--- config.mk ---
export PLATFORM = sky130hd
export DESIGN_NAME = relu_backward_stream
export DESIGN_NICKNAME = d
export VERILOG_FILES = /design/src/rtl/relu_backward_stream.sv
export SDC_FILE = /design/constraint.sdc
export NUM_CORES = 1
export LEC_CHECK = 0
export CAP_MARGIN = 20
export CORE_ASPECT_RATIO = 0.9
export CORE_MARGIN = 1.5
export CORE_UTILIZATION = 40
export DETAILED_ROUTE_END_ITERATION = 8
export HOLD_SLACK_MARGIN = 0.03
export SLEW_MARGIN = 20
export SYNTH_ARGS = -nofsm -noshare
export SYNTH_HDL_FRONTEND = slang
export SYNTH_SLANG_ARGS = --single-unit
--- constraint.sdc ---
create_clock -name clk -period 3.59 [get_ports clk]
set_input_delay 0.718 -clock clk [delete_from_list [all_inputs] [get_ports clk]]
set_output_delay 0.718 -clock clk [all_outputs]
set_load 0.01 [all_outputs]
--- src/rtl/relu_backward_stream.sv ---
// Streaming ReLU backward: forward pass records a sign mask, backward pass gates gradients.
// Optional RELU_BWD_LEAKY_EN scales masked gradients by 2^-SLOPE_SHIFT instead of zeroing.
module relu_backward_stream #(
  parameter int DEPTH       = 256,
  parameter int LEN_W       = 9,
  parameter int SLOPE_SHIFT = 3
) (
  input  logic             clk,
  input  logic             reset,
  input  logic             start,
  input  logic [LEN_W-1:0] len,
  output logic             busy,
  output logic             done,
  output logic             err_len,
  input  logic             fwd_valid,
  output logic             fwd_ready,
  input  logic [31:0]      fwd_data,
  input  logic             grad_valid,
  output logic             grad_ready,
  input  logic [31:0]      grad_data,
  output logic             out_valid,
  input  logic             out_ready,
  output logic [31:0]      out_data
);

  localparam int AW = (DEPTH > 1) ? $clog2(DEPTH) : 1;

  typedef enum logic [1:0] {
    IDLE,
    FWD,
    BWD,
    DRAIN
  } state_t;

  state_t           state;
  logic [LEN_W-1:0] cnt;
  logic [LEN_W-1:0] len_q;
  logic             mask [DEPTH];

  logic        fwd_fire;
  logic        grad_fire;
  logic        out_fire;
  logic        last;
  logic        mask_in;
  logic        mask_rd;
  logic [31:0] gated;

  if (SLOPE_SHIFT < 0 || SLOPE_SHIFT > 254) begin : g_slope_range
    $error("SLOPE_SHIFT out of range");
  end

  assign busy       = state != IDLE;
  assign fwd_ready  = state == FWD;
  assign grad_ready = (state == BWD) && (!out_valid || out_ready);

  assign fwd_fire  = fwd_valid && fwd_ready;
  assign grad_fire = grad_valid && grad_ready;
  assign out_fire  = out_valid && out_ready;
  assign last      = cnt == len_q - 1'b1;

  // Signed zeros count as non-positive; NaN/Inf go by sign alone
  assign mask_in = !fwd_data[31] && (|fwd_data[30:0]);
  assign mask_rd = mask[cnt[AW-1:0]];

`ifdef RELU_BWD_LEAKY_EN
  function automatic logic [31:0] leak(input logic [31:0] g);
    logic [7:0] e;
    e = g[30:23];
    if (e == 8'hff)
      leak = g;
    else if (e <= 8'(SLOPE_SHIFT))
      leak = {g[31], 31'b0};
    else
      leak = {g[31], e - 8'(SLOPE_SHIFT), g[22:0]};
  endfunction

  assign gated = mask_rd ? grad_data : leak(grad_data);
`else
  assign gated = mask_rd ? grad_data : 32'h0;
`endif

  always_ff @(posedge clk) begin
    if (fwd_fire)
      mask[cnt[AW-1:0]] <= mask_in;
  end

  always_ff @(posedge clk or posedge reset) begin
    if (reset) begin
      state     <= IDLE;
      cnt       <= '0;
      len_q     <= '0;
      done      <= 1'b0;
      err_len   <= 1'b0;
      out_valid <= 1'b0;
      out_data  <= 32'h0;
    end else begin
      done    <= 1'b0;
      err_len <= 1'b0;

      if (grad_fire) begin
        out_valid <= 1'b1;
        out_data  <= gated;
      end else if (out_fire) begin
        out_valid <= 1'b0;
      end

      case (state)
        IDLE: begin
          if (start) begin
            if (len == '0 || len > LEN_W'(DEPTH)) begin
              err_len <= 1'b1;
            end else begin
              len_q <= len;
              cnt   <= '0;
              state <= FWD;
            end
          end
        end
        FWD: begin
          if (fwd_fire) begin
            if (last) begin
              cnt   <= '0;
              state <= BWD;
            end else begin
              cnt <= cnt + 1'b1;
            end
          end
        end
        BWD: begin
          if (grad_fire) begin
            if (last) begin
              cnt   <= '0;
              state <= DRAIN;
            end else begin
              cnt <= cnt + 1'b1;
            end
          end
        end
        DRAIN: begin
          if (!out_valid || out_ready) begin
            done  <= 1'b1;
            state <= IDLE;
          end
        end
        default: state <= IDLE;
      endcase
    end
  end

endmodule

* Word-level counts from Yosys, hierarchy flattened
Memory sizes are Yosys's and may differ from the RTL's. Index checks and enable logic that the tools add are counted. W data, S select, Z words.
Storage, ports and cells: register bits after elaboration 55, latch bits 0, memory bits (writable) 256, ROM bits 0, input bits 79, word-level logic and storage cells 65, memories 1
Memories:
- mask | words 256, width 1, read ports 1, clocked after Yosys merged registers in 0, write ports 1, line 38 | logic mask [DEPTH];
Operators by class: $add $sub $neg 2, multipliers 0, div/mod/pow operators 0, order comparisons 1, equal/unequal tests 11, shift-type cells 0, mux-type cells 24, bitwise logic cells 1, reductions and logical operators 18
Operators by type and width (number):
- $mux W9 | 5
- $mux W32 | 1
- $reduce_or A31 Y1 | 1
- $pmux W9 S3 | 1
- $mux W2 | 7
- $ne A2 B2 Y1 const B | 5
- $add A9 B1 Y9 const B | 1
- $eq A9 B9 Y1 | 1
- $gt A9 B9 Y1 const B | 1
- $logic_not A9 Y1 | 1
- $mux W1 | 9
- $sub A9 B1 Y9 const B | 1
- $pmux W2 S4 | 1
- $reduce_and A7 Y1 | 1
- $logic_and A1 B1 Y1 | 5
- $reduce_and A5 Y1 | 1
- $eq A2 B2 Y1 const B | 2
- $ne A2 B1 Y1 const B | 2
- $reduce_bool A2 Y1 | 2
- $reduce_and A3 Y1 | 1
- $reduce_bool A3 Y1 | 1
- $eq A2 B1 Y1 const B | 1
- $logic_not A1 Y1 | 2
- $logic_not A2 Y1 | 1
- 2 further kinds | 3

* Longest topological paths before layout
Gate-level depths: netlist of the first run.
word-level depth 6, mapped depth 12, gate-level depth less buffers 9

* Worst setup path after synthesis of the first run
No wires, ideal clock.
kind in2reg, from in fwd_data[10], to mem mask[0], data pin, library setup time 1.408 ns, arrival 6.844 ns, slack -4.662 ns, stages on the path 4, path buffers 0, path through nor4_1 > nand4_1 > nor2_1 > nor2_1
On the way: word-level cells in the longest chain between the ends 2
Ends and longest elaborated chain:
- from (decl) | line 17 | input logic [31:0] fwd_data,
- $reduce_or A31 Y1 | line 62 | assign mask_in = !fwd_data[31] && (|fwd_data[30:0]);
- $logic_and A1 B1 Y1 | line 62
- net mask_in | line 44 | logic mask_in;
- to (decl) | line 38
The timed path passes the listed nets, and every way through them passes these cells.

* Worst setup path in the final report of the first run
from reg cnt[0], to reg out_data[10]
On the way: word-level cells in the longest chain between the ends 2
Ends and longest elaborated chain:
- from (decl) | line 36 | logic [LEN_W-1:0] cnt;
- from (signal assigned) | line 125 | cnt <= cnt + 1'b1;
- from (signal assigned) | line 135 | cnt <= cnt + 1'b1;
- $mem_v2 Z256 W1
- $mux W32 | line 79 | assign gated = mask_rd ? grad_data : 32'h0;
- to (signal assigned) | line 102 | out_data <= gated;
- to (decl) | line 23 | output logic [31:0] out_data
Every way passes these cells. A chain may end at the register's enable or synchronous reset.

==> results of run 1 <==
## cells by family (layout without fill, tap and decap cells)
kind of cell / count (synthesis) / count (layout) / share of synthesized area, %
AO/OA/AOI/OAI: 101 / 101 / 5.718
XOR/XNOR: 15 / 15 / 0.9352
adder cells (fa/ha/maj): 9 / 9 / 0.8017
buffers and inverters: 88 / 240 / 3.500
flip-flops: 311 / 311 / 64.52
multiplexers: 96 / 96 / 12.43
AND/OR/NAND/NOR: 403 / 403 / 12.10
## cell usage after synthesis, types with 7 or more instances
cell / instances
nand3_1: 12
a31oi_1: 8
a22oi_1: 8
nor2b_1: 10
buf_6: 7
mux2i_1: 30
and2_1: 8
edfxtp_1: 256
mux4_2: 33
nor4_1: 10
nor2_1: 275
o21ai_0: 12
mux4_1: 22
clkbuf_1: 44
xnor2_1: 11
mux2_2: 11
nand2_1: 50
dfrtp_1: 55
inv_1: 14
ha_1: 9
a22o_1: 34
and3_1: 9
buf_2: 10
nand4_1: 7
## layout make-up
type / instances / area share [%]
clock inverters: 17 / 1.053
inverters: 16 / 0.3559
multi-input cells: 624 / 26.73
repair buffers: 165 / 9.356
well taps: 462 / 3.425
flip-flops and latches: 311 / 53.74
clock buffers: 42 / 5.338
## flip-flops by register name, indices dropped and copies added (netlist names)
| register | flops |
|---|---|
| mask | 256 |
| cnt | 9 |
| len_q | 9 |
| state | 2 |
| done | 1 |
| out_data | 32 |
| err_len | 1 |
| out_valid | 1 |
## cell usage in the layout (no fill, tap or decap), types with 3 or more instances in the layout
cell	synthesis	final
buf_12	4	4
nand3_1	12	12
clkbuf_16	0	34
nor4_1	10	10
a221oi_1	3	3
nand2b_1	5	5
mux2i_1	30	30
xnor2_1	11	11
dfrtp_1	55	52
o211ai_1	6	6
nand3b_1	3	3
mux4_2	33	33
nor3_1	5	5
inv_1	14	13
clkinv_2	0	4
a21oi_1	5	5
mux2_2	11	11
o21ai_0	12	12
edfxtp_1	256	256
clkbuf_1	44	6
nor2b_1	10	10
nand2_1	50	50
xor2_1	4	4
and3_1	9	9
nor2_1	275	274
o22ai_1	4	4
ha_1	9	9
clkdlybuf4s50_1	0	116
buf_4	2	45
and2_1	8	8
a31oi_1	8	8
bufinv_16	0	3
nand4_1	7	7
a22o_1	34	34
mux4_1	22	22
a22oi_1	8	8
clkinv_1	1	6
## layer usage
metal / global-route usage, % / vias to the layer above / routed length (um)
li1: - / 4048 / -
met1: 27.56 / 4584 / 15590
met2: 31.17 / 273 / 16800
met3: 3.211 / 52 / 2144
met4: 5.263 / 0 / 609
met5: 0 / - / 0
## power groups by stage
stage / logic (mW) / clock network (mW) / registers [mW]
6_report: 3.03 / 3.45 / 4.44
5_1_grt: 3.26 / 3.65 / 4.48
4_1_cts: 3.05 / 3.51 / 4.44
3_5_place_dp: 3.04 / 0 / 4.51
3_3_place_gp: 3.00 / 0 / 4.50
2_1_floorplan: 2.09 / 0 / 4.42
## worst max-delay path, delay by kind of cell (launching register included)
family                 cells  cell delay [ns]
DFF                        1             0.66
buffers and inverters      3             0.76
and+or+nand+nor            3             0.70
AOI/OAI and AO/OA          3             0.81
muxes                      1             0.34
## worst max path at each step
stage                             from      endpoint  slack, ns  depth (start not counted)
final                           cnt[0]  out_data[10]       0.18                         10
after global placement          cnt[0]   out_data[4]       0.29                         10
after CTS                       cnt[0]  out_data[10]       0.20                         10
after global routing            cnt[0]   out_data[8]       0.08                         10
after detailed placement        cnt[0]   out_data[5]       0.23                         10
after floorplan           fwd_data[10]       mask[0]       0.04                          4
==> qor.yml, run 1 <==
drc: 0
power_density_nw_per_um2: 646.8
cts_buffers: 34
clk_pin_slew_ns: 0.06
synth-seq-area-share_pct: 64.52
cts_buffer_depth: 3
dp.cells: 1578
postRouteAntennaNets: 0
p_comb_share_pct: 27.8
multi_input_area_um2: 4511
place_ws_ns: 0.2250
wl_per_cell_um: 21.47
crit_path_cell_trace: "buf_12 -> buf_4 -> mux4_1 -> nor2_1 -> o32ai_1 -> nor3b_1 -> or4_1 -> o32ai_4 -> buf_4 -> a22o_1"
finalNonFillerCells: 1637
fillers: 3055
place_hpwl_um: 21710
grt_usage_pct: 19.44
synthTopCellsByArea: "edfxtp_1 (55%), dfrtp_1 (9.8%), nor2_1 (7.3%)"
clkLatencyLatePin_ns: 0.54
status: "complete, no violations"
synth_ff_type: "edfxtp_1"
rsz0062_at_grt: "false"
critPathMaxFanout: 32
worst_r2r_path_depth: 10
diodes: 0
ys_types: 62
yosys.area.top_type: "edfxtp_1"
grt_overflow: 0
yosys_register_bits: 311
drtIter0Drc: 897
setup_tns_ns: 0
start_util_pct: 40.99
routed_via_density: 5.472
dpl_cell_area_um2: 15800
final_util_pct: 49.24
hold_buffers: 0
power.total_mw: 10.91
firstDrtPassIters: 5
switching_share_pct: 29.92
area_growth_pct: 20.14
r2r-end: "out_data[10]"
finClkSkew_ns: 0.02641
critPathRequiredTime_ns: 4.04
grt_pass1_vias: 9019
vdd_drop_max_uv: 451.7
p_int_mw: 7.650
fin_ws_ns: 0.1817
synth_top_area_share_pct: 54.73
final.period_utilization_pct: 94.94
pwr-share-clk_pct: 31.6
slowest_stage: "dfrtp_4"
cts_sinks: 311
coreArea_um2: 34270
syn_inst: 1023
vias: 8957
synth_edf_count: 256
switchingPower_mw: 3.265
timing.reg2reg.setup_slack_ns: 0.18
routed_wirelength_um: 35150
ios: 117
slew_headroom_pct: 36.99
stdcell_area_um2: 16880
grt_pass1_wl_um: 53880
die_h_um: 180.8
post_cts_resized: 0
htreeDepth: 2
ys.warnings.count: 0
drive_gt1_share_pct: 13.19
pwr-share-seq_pct: 40.6
grt_max_degree: 257
path_common_cell: "buf_4"
startpoint_type: "flip-flop"
die_area_um2: 36250
post_cts_buffers: 0
nets: 1240
avgSynthCellArea_um2: 13.73
finalSetupViolations: 0
portBuffers: 116
syn_nets: 1111
die_w_um: 200.5
syn-cell-area_um2: 14050
rows: 64
path_class: "reg -> reg"
p_leak_nw: 5.560
gp_congestion: 0.8069
antenna_found_initial: 1
whs_ns: 0.4968
finalCriticalPeriod_ns: 3.408
holdCritPathClass: "in -> async"
cts-root-buf: "clkbuf_16"
critical_path_arrival_ns: 3.86
maxCapViolCount: 0
finalMaxSlewViolations: 0
endpoint_kind: "flip-flop"
reg2reg_from: "cnt[0]"
slowest_delay_ns: 0.66
async_flop_share_pct: 17.68
fmax_mhz: 293.4
tightest_slew_ns: 0.9451
cts_tree: "done"
hold_violations: 0
ff_latch_area_um2: 9070
Note: power is estimated with default switching activity, not from simulation.
==> run 2, diff against run 1 <==
Settings changed: SETUP_SLACK_MARGIN set to 0.3.
==> run 2 against run 1 <==
- clock skew down 0.0014 ns
- highest routed layer unchanged
- utilization is 0.31 points higher
- power shrank 0.22%
- wire length increased by 3.0%
- sequential share of layout area shrank 0.33 points
- final area grew 0.62%
- maximum frequency rose by 7.3%
- critical endpoint is now out_data[19]
- largest cell class unchanged
- worst setup slack better by 0.23 ns
==> qor.yml, run 2 (synthesis results as in run 1) <==
reg2reg_from: "cnt[0]"
routed_wirelength_um: 36190
vias: 9128
path_class: "reg -> reg"
die_area_um2: 36250
area_growth_pct: 20.89
diodes: 0
startpoint_type: "flip-flop"
dpl_cell_area_um2: 15870
firstDrtPassIters: 5
setup_tns_ns: 0
portBuffers: 116
finClkSkew_ns: 0.02505
layout_commonest_cell: "nor2_1"
wl_per_cell_um: 22.01
largest_reg_flops: 256
htreeDepth: 2
cts-root-buf: "clkbuf_16"
clk_pin_slew_ns: 0.06
vdd_drop_max_uv: 301.2
timing.reg2reg.setup_slack_ns: 0.41
antenna_found_initial: 0
endpoint_kind: "flip-flop"
cts_sinks: 311
slowest_delay_ns: 0.59
nets: 1246
cts_buffer_depth: 3
hold_violations: 0
start_util_pct: 40.99
finalMaxSlewViolations: 0
grt_usage_pct: 20.15
grt_pass1_wl_um: 55540
gp_congestion: 0.8026
tightest_slew_ns: 0.7008
ios: 117
finalCriticalPeriod_ns: 3.177
rows: 64
holdCritPathClass: "in -> async"
crit_family: "multiplexers"
fmax_mhz: 314.7
slew_headroom_pct: 53.17
crit_start: "cnt[0]"
postRouteAntennaNets: 0
grt_overflow: 0
cts_tree: "done"
stdcell_area_um2: 16980
clkLatencyLatePin_ns: 0.53
final.period_utilization_pct: 88.50
r2r-end: "out_data[19]"
coreArea_um2: 34270
power_density_nw_per_um2: 641.3
grt_pass1_vias: 9133
cts_buffers: 34
drive_gt1_share_pct: 14.13
final_cell_mix: "nor2_1 (272), edfxtp_1 (256), clkdlybuf4s50_1 (116)"
worst_r2r_path_depth: 8
endpoint: "out_data[19]"
crit_path_cell_trace: "buf_4 -> mux4_2 -> mux4_2 -> o2111ai_1 -> and3_1 -> o32ai_4 -> buf_4 -> a22o_1"
die_h_um: 180.8
critical_path_arrival_ns: 3.58
status: "complete, no violations"
critPathRequiredTime_ns: 3.99
drtIter0Drc: 884
cp_num_buf_inv: 2
routed_via_density: 5.552
critPathMaxFanout: 32
maxCapViolCount: 0
cp_num_cells: 8
hold_buffers: 0
rsz0062_at_grt: "false"
place_hpwl_um: 22500
finalSetupViolations: 0
drc: 0
die_w_um: 200.5
grt_max_degree: 118
p_leak_nw: 5.603
slowest_stage: "dfrtp_4"
run 2: cell types whose count changed in the layout (fill, tap and decap cells not counted), sizes merged:
| cell | change |
|---|---|
| bufinv | -3 |
| buf | +6 |
| clkinv | -5 |
| clkbuf | +10 |
| clkinvlp | -1 |
run 2: area by class of cell:
type,count,area [um2]
Fill cell,3046,17290
Timing Repair Buffer,171,1673
Clock inverter,8,61.31
Sequential cell,311,9071
Inverter,16,60.06
Multi-Input combinational cell,624,4549
Tap cell,462,578.1
Clock buffer,52,988.4
run 2: stage by stage:
step	power, mW	util, %	cells	setup WS, ns	hold slack, ns
after floorplan	6.510	-	1023	0.04225	0.4697
after global placement	7.523	46.31	1580	0.3001	0.4874
after detailed placement	7.556	46.31	1580	0.2815	0.4919
after CTS	10.93	49.42	1641	0.3871	0.4681
after global routing	11.38	49.55	1644	0.3050	0.5012
final	10.89	49.55	1644	0.4128	0.4781
run 2: power by group:
part	total [mW]	switching, mW	internal [mW]
sequential	4.39	0.243	4.14
combinational	3.18	1.63	1.55
clock	3.32	1.41	1.91
run 2: how the worst min path moves through the flow:
| stage | startpoint | endpoint | slack, ns |
|---|---|---|---|
| after global routing | reset | out_data[23] | 0.50 |
| final | reset | out_data[21] | 0.48 |
| after global placement | out_data[4] | out_data[4] | 0.49 |
| after CTS | reset | out_data[27] | 0.47 |
| after detailed placement | out_data[14] | out_data[14] | 0.49 |
| after floorplan | cnt[8] | cnt[8] | 0.47 |
run 2: timing repair:
action | in CTS | in global routing
buffers inserted | 1 | 3
pin swaps | 0 | 0
resized for setup | 0 | 3
endpoints found under the setup margin | 32 | 32
run 2: per-layer routing:
| layer | wire length, um | global-route usage, % | share of wire, % | vias to the layer above |
|---|---|---|---|---|
| met1 | 15950 | 28.68 | 44 | 4630 |
| met2 | 16430 | 31.03 | 45 | 365 |
| met4 | 1120 | 6.887 | 3.1 | 0 |
| li1 | - | - | - | 4058 |
| met5 | 0 | 0 | 0 | - |
| met3 | 2699 | 3.968 | 7.5 | 75 |
